<file path="src/rtl/ring_fifo_pkg.sv">
// ring_fifo_pkg: shared width helpers and constants for the ring_fifo block.
//   ptr_width   - bits in a read/write pointer for a given log2 depth
//   count_width - bits needed to hold an occupancy of 0..Depth
//   depth_of    - number of entries for a given log2 depth
//   StatsWidth  - width of the optional drop/miss statistics counters
//                 (present only when RING_FIFO_STATS_EN is defined)
package ring_fifo_pkg;

    localparam int unsigned StatsWidth = 16;

    function automatic int unsigned ptr_width(input int unsigned length_bits);
        return length_bits;
    endfunction

    // One extra bit so that a completely full FIFO (count == Depth) is representable.
    function automatic int unsigned count_width(input int unsigned length_bits);
        return length_bits + 1;
    endfunction

    function automatic int unsigned depth_of(input int unsigned length_bits);
        return 32'd1 << length_bits;
    endfunction

endpackage : ring_fifo_pkg

</file>
<file path="src/rtl/ring_fifo_mem.sv">
// ring_fifo_mem: simple dual-port storage for ring_fifo.
//   One synchronous write port and one registered read port on the same clock.
//   The storage array is never reset; only the read data register is.
//   Ports:
//     clk        in  clock, rising edge
//     reset      in  synchronous active-high reset (read register only)
//     i_wr_en    in  write strobe
//     i_wr_addr  in  write address
//     i_wr_data  in  write data
//     i_rd_en    in  read strobe; o_rd_data updates on the next edge
//     i_rd_addr  in  read address
//     o_rd_data  out registered read data, held while i_rd_en is low
module ring_fifo_mem
    import ring_fifo_pkg::*;
#(
    parameter int unsigned WordSize = 8,
    parameter int unsigned AddrBits = 3
) (
    input  logic                clk,
    input  logic                reset,
    input  logic                i_wr_en,
    input  logic [AddrBits-1:0] i_wr_addr,
    input  logic [WordSize-1:0] i_wr_data,
    input  logic                i_rd_en,
    input  logic [AddrBits-1:0] i_rd_addr,
    output logic [WordSize-1:0] o_rd_data
);

    localparam int unsigned Depth = depth_of(AddrBits);

    logic [WordSize-1:0] r_mem [Depth];

    // Write port: no reset so the array maps onto plain RAM.
    always_ff @(posedge clk) begin
        if (i_wr_en) begin
            r_mem[i_wr_addr] <= i_wr_data;
        end
    end

    // Read port: read-before-write, so a same-address write lands after the read.
    always_ff @(posedge clk) begin
        if (reset) begin
            o_rd_data <= '0;
        end else if (i_rd_en) begin
            o_rd_data <= r_mem[i_rd_addr];
        end
    end

endmodule : ring_fifo_mem

</file>
<file path="src/rtl/ring_fifo.sv">
// ring_fifo: single-clock circular FIFO with registered read data and status.
//   State is write pointer, read pointer (natural wrap) and an occupancy count.
//   A read returns data one cycle after it is accepted, flagged by dataReadAck.
//   When full, a simultaneous read frees the slot the write then fills.
//   When empty, a simultaneous write is accepted but the read is rejected.
//   Optional macro RING_FIFO_STATS_EN adds saturating dropCount / missCount.
//   Ports:
//     clk, reset                    clock and synchronous active-high reset
//     dataWriteEnable, dataWrite    write request and data
//     dataReadEnable                read request
//     dataReadAck, dataRead         registered read valid and data
//     count                         occupancy 0..Depth
//     empty, full, almostFull       registered status flags
//     overflow, underflow           sticky error flags
//     dropCount, missCount          (RING_FIFO_STATS_EN only) event counters
module ring_fifo
    import ring_fifo_pkg::*;
#(
    parameter int unsigned WordSize        = 8,
    parameter int unsigned LengthBits      = 3,
    parameter int unsigned AlmostFullLevel = (2 ** LengthBits) - 1
) (
    input  logic                  clk,
    input  logic                  reset,
    input  logic                  dataWriteEnable,
    input  logic [WordSize-1:0]   dataWrite,
    input  logic                  dataReadEnable,
    output logic                  dataReadAck,
    output logic [WordSize-1:0]   dataRead,
    output logic [LengthBits:0]   count,
    output logic                  empty,
    output logic                  full,
    output logic                  almostFull,
    output logic                  overflow,
    output logic                  underflow
`ifdef RING_FIFO_STATS_EN
    ,
    output logic [StatsWidth-1:0] dropCount,
    output logic [StatsWidth-1:0] missCount
`endif
);

    localparam int unsigned PtrW  = ptr_width(LengthBits);
    localparam int unsigned CntW  = count_width(LengthBits);
    localparam int unsigned Depth = depth_of(LengthBits);

    logic [PtrW-1:0] r_wr_ptr;
    logic [PtrW-1:0] r_rd_ptr;
    logic [CntW-1:0] r_count;

    logic            w_rd_accept;
    logic            w_wr_accept;
    logic            w_drop;
    logic            w_miss;
    logic [CntW-1:0] w_count_next;

    // Accept decisions: a read needs data present; a write needs room, or a
    // concurrent accepted read freeing a slot.
    always_comb begin
        w_rd_accept  = 1'b0;
        w_wr_accept  = 1'b0;
        w_drop       = 1'b0;
        w_miss       = 1'b0;
        w_count_next = r_count;

        w_rd_accept = dataReadEnable && (r_count != '0);
        w_wr_accept = dataWriteEnable && ((r_count != CntW'(Depth)) || w_rd_accept);
        w_drop      = dataWriteEnable && !w_wr_accept;
        w_miss      = dataReadEnable && !w_rd_accept;

        case ({w_wr_accept, w_rd_accept})
            2'b10:   w_count_next = r_count + CntW'(1);
            2'b01:   w_count_next = r_count - CntW'(1);
            default: w_count_next = r_count;
        endcase
    end

    // Pointers, occupancy and registered status.
    always_ff @(posedge clk) begin
        if (reset) begin
            r_wr_ptr    <= '0;
            r_rd_ptr    <= '0;
            r_count     <= '0;
            dataReadAck <= 1'b0;
            empty       <= 1'b1;
            full        <= 1'b0;
            almostFull  <= 1'b0;
            overflow    <= 1'b0;
            underflow   <= 1'b0;
        end else begin
            if (w_wr_accept) begin
                r_wr_ptr <= r_wr_ptr + PtrW'(1);
            end
            if (w_rd_accept) begin
                r_rd_ptr <= r_rd_ptr + PtrW'(1);
            end
            r_count     <= w_count_next;
            dataReadAck <= w_rd_accept;
            empty       <= (w_count_next == '0);
            full        <= (w_count_next == CntW'(Depth));
            almostFull  <= (w_count_next >= CntW'(AlmostFullLevel));
            if (w_drop) begin
                overflow <= 1'b1;
            end
            if (w_miss) begin
                underflow <= 1'b1;
            end
        end
    end

    assign count = r_count;

`ifdef RING_FIFO_STATS_EN
    // Saturating event counters.
    always_ff @(posedge clk) begin
        if (reset) begin
            dropCount <= '0;
            missCount <= '0;
        end else begin
            if (w_drop && (dropCount != '1)) begin
                dropCount <= dropCount + StatsWidth'(1);
            end
            if (w_miss && (missCount != '1)) begin
                missCount <= missCount + StatsWidth'(1);
            end
        end
    end
`endif

    ring_fifo_mem #(
        .WordSize (WordSize),
        .AddrBits (PtrW)
    ) u_mem (
        .clk       (clk),
        .reset     (reset),
        .i_wr_en   (w_wr_accept),
        .i_wr_addr (r_wr_ptr),
        .i_wr_data (dataWrite),
        .i_rd_en   (w_rd_accept),
        .i_rd_addr (r_rd_ptr),
        .o_rd_data (dataRead)
    );

endmodule : ring_fifo

</file>
<file path="config.mk">
export PLATFORM = sky130hd
export DESIGN_NAME = ring_fifo
export DESIGN_NICKNAME = d
export VERILOG_FILES = /design/src/rtl/ring_fifo_pkg.sv /design/src/rtl/ring_fifo_mem.sv /design/src/rtl/ring_fifo.sv
export SDC_FILE = /design/constraint.sdc
export NUM_CORES = 1
export LEC_CHECK = 0
export CORE_UTILIZATION = 45
export DETAILED_ROUTE_END_ITERATION = 8
export PLACE_DENSITY = 0.69
export SLEW_MARGIN = 20
export SYNTH_ARGS = -nofsm -noshare
export SYNTH_HDL_FRONTEND = slang
export SYNTH_SLANG_ARGS = --single-unit
</file>
<file path="constraint.sdc">
create_clock -name clk -period 6.26 [get_ports clk]
set_clock_uncertainty 0.2 [all_clocks]
set_input_delay 0.939 -clock clk [delete_from_list [all_inputs] [get_ports clk]]
set_output_delay 0.939 -clock clk [all_outputs]
set_load 0.02 [all_outputs]
</file>
==> flow_summary.json <==
{
  "slowest_delay_ps": 710,
  "syn2layout_area_growth_pct": 16.0,
  "postCtsSetupRepairBufs": 0,
  "grt_max_degree": 22,
  "layout_commonest_cell": "edfxtp_1",
  "grt_overflow": 0,
  "antenna_left": 0,
  "r2r_slack_ps": 3060,
  "synth-main-ff-cell": "edfxtp_1",
  "cts_tree": "built",
  "cts.sinks": 88,
  "hold_viol": 0,
  "start_util_pct": 47.7,
  "post-place-ws_ps": 2070,
  "maxSlewHeadroom_pct": 41.2,
  "tightest_slew_ps": 879,
  "finalSetupViolations": 0,
  "die_y_um": 90.6,
  "synth-seq-area-share_pct": 68.0,
  "clock_path_buffers": 2,
  "fmax_mhz": 259,
  "post_drt_via_cell_ratio": 5.29,
  "critPathCaptureType": "flip-flop",
  "finalCritPeriodShare_pct": 61.7,
  "min_path_type": "reg2reg",
  "ys_seq_elements": 88,
  "final_nets": 275,
  "rows": 31,
  "cts-resized-gates": 0,
  "io_pins": 30,
  "grt_pass1_wl_mm": 9.89,
  "drtIter0Drc": 124,
  "hpwl_mm": 3.92,
  "n_antenna_cell": 0,
  "worst_ep_arrival_time_ps": 3910,
  "cts_made_buffers": 9,
  "crit_path_max_fanout": 21,
  "worstSkewPairLatency_ps": 350,
  "synth.net_count": 243,
  "core_area_um2": 7410,
  "irDropWorstVdd_v": 0.000154,
  "die_area_um2": 8210,
  "cts_root_buffer": "clkbuf_8",
  "outcome": "finished clean",
  "placement.io_buffers": 29,
  "die_w_um": 90.6,
  "vias": 1915,
  "first_global_vias": 1865,
  "synth_area_um2": 3530,
  "p_leak_nw": 1.35,
  "avgSynthCellArea_um2": 15.6,
  "drv_slew": 0,
  "setup_tns_ps": 0,
  "path_buf_inv": 3,
  "cts_hold_buf": 0,
  "maxCapViolCount": 0,
  "powerDensity_nw_per_um2": 388,
  "yosys_warnings": 0,
  "final_layout_size_suffix_gt1_share_pct": 15.6,
  "synth_cell_type_count": 41,
  "crit_type": "in2reg",
  "wl_mm": 6.00,
  "period_minus_slack_ps": 3860,
  "rsz0062_at_grt": "no",
  "grt_usage_pct": 16.2,
  "netlist_instances": 226,
  "avgRoutedWirePerCell_um": 16.6,
  "first_pass_iters": 4,
  "antenna_found_initial": 0,
  "synth-edff-count": 64,
  "cpMostUsedCell": "a21oi_1",
  "drc": 0,
  "cp_top_family": "compound AO/OA/AOI/OAI gates",
  "worst_ep_required_time_ps": 6310,
  "cts_max_level": 3,
  "p_total_w": 0.00159,
  "cp_slowest_cell": "o41a_1",
  "final_cell_mix": "edfxtp_1, clkdlybuf4s50_1, dfxtp_1",
  "clk_pin_slew_ps": 100,
  "async_flop_share_pct": 0,
  "path_cells": "clkdlybuf4s50_1 -> o41a_1 -> nand2_2 -> inv_2 -> ha_1 -> a21oi_1 -> nand4b_1 -> a21o_1 -> a31o_2 -> inv_1 -> a21oi_1",
  "gp_congestion": 0.825,
  "setup_slack_ps": 2400,
  "worstSetupStartpointType": "input port"
}
==> power breakdown <==
part / total [W] / switching (W) / internal, W
clock network: 0.000369 / 0.000216 / 0.000153
registers: 0.000728 / 0.0000444 / 0.000683
logic: 0.000492 / 0.000250 / 0.000242
==> area by class of cell <==
| class | count | area (µm²) |
|---|---|---|
| timing repair buffer | 32 | 313 |
| clock buffer | 9 | 124 |
| fill | 601 | 3310 |
| sequential | 88 | 2400 |
| tap | 99 | 124 |
| inverter | 7 | 26.3 |
| clock inverter | 7 | 61.3 |
| multi-input combinational | 120 | 1050 |
==> worst paths after layout <==
check,from,end,depth (start not counted)
min reg2reg,overflow,overflow,2
max reg2reg,count[0],empty,10
min,overflow,overflow,2
max,dataReadEnable,empty,11
==> through the flow <==
stage,hold WS [ps],instances,area (µm²),utilization [%]
floorplan,262,226,3530,-
global placement,250,346,3920,52.8
detailed placement,257,346,3920,52.8
CTS,281,362,4100,55.3
global route,300,362,4100,55.3
finish,275,362,4100,55.3
==> cells by family (layout without fill, tap and decap cells) <==
kind of cell    after synthesis  count (layout)  synth area share, %
xor+xnor                      5               5                 1.24
flops                        88              88                 68.0
fa+ha+maj                     5               5                 1.98
simple gates                 55              55                 7.12
mux                          29              29                 13.9
compound gates               26              26                 5.45
buf+inv                      18              55                 2.34
==> synthesized netlist by cell type, types with 2 or more instances <==
cell type	instances	area share [%]
edfxtp_1	64	54
dfxtp_1	24	14
nor2_1	23	2.4
mux4_2	16	10
nand2_1	13	1.4
mux2i_1	12	3.4
a211oi_1	8	1.7
a21oi_1	6	0.85
inv_1	6	0.64
buf_1	5	0.53
ha_1	4	1.4
nand3_1	4	0.57
nand2b_1	3	0.53
nor3_1	3	0.42
xor2_1	3	0.74
a21o_1	2	0.42
a31oi_1	2	0.35
and2_1	2	0.35
buf_2	2	0.28
nor2b_1	2	0.35
xnor2_1	2	0.50
==> flip-flops by register name (all words and copies together) (netlist names) <==
signal and count:
dataReadAck 1, underflow 1, count 4, u_mem.o_rd_data 8, u_mem.r_mem 64, full 1
overflow 1, empty 1, r_wr_ptr 3, almostFull 1, r_rd_ptr 3
==> tightest hold or removal path: cells and delay by family, from the launching register on <==
kind | cells | cell delay (ps)
and+or+nand+nor | 1 | 70
AOI/OAI and AO/OA | 1 | 40
DFF | 1 | 330
==> metal layers <==
layer | wire, µm | track usage [%] | up-vias
met2 | 2780 | 24.0 | 58
met1 | 2780 | 23.4 | 931
met4 | 74 | 6.32 | 0
li1 | - | - | 919
met5 | 0 | 0 | -
met3 | 366 | 3.79 | 7
(Power assumes the default switching activity.)
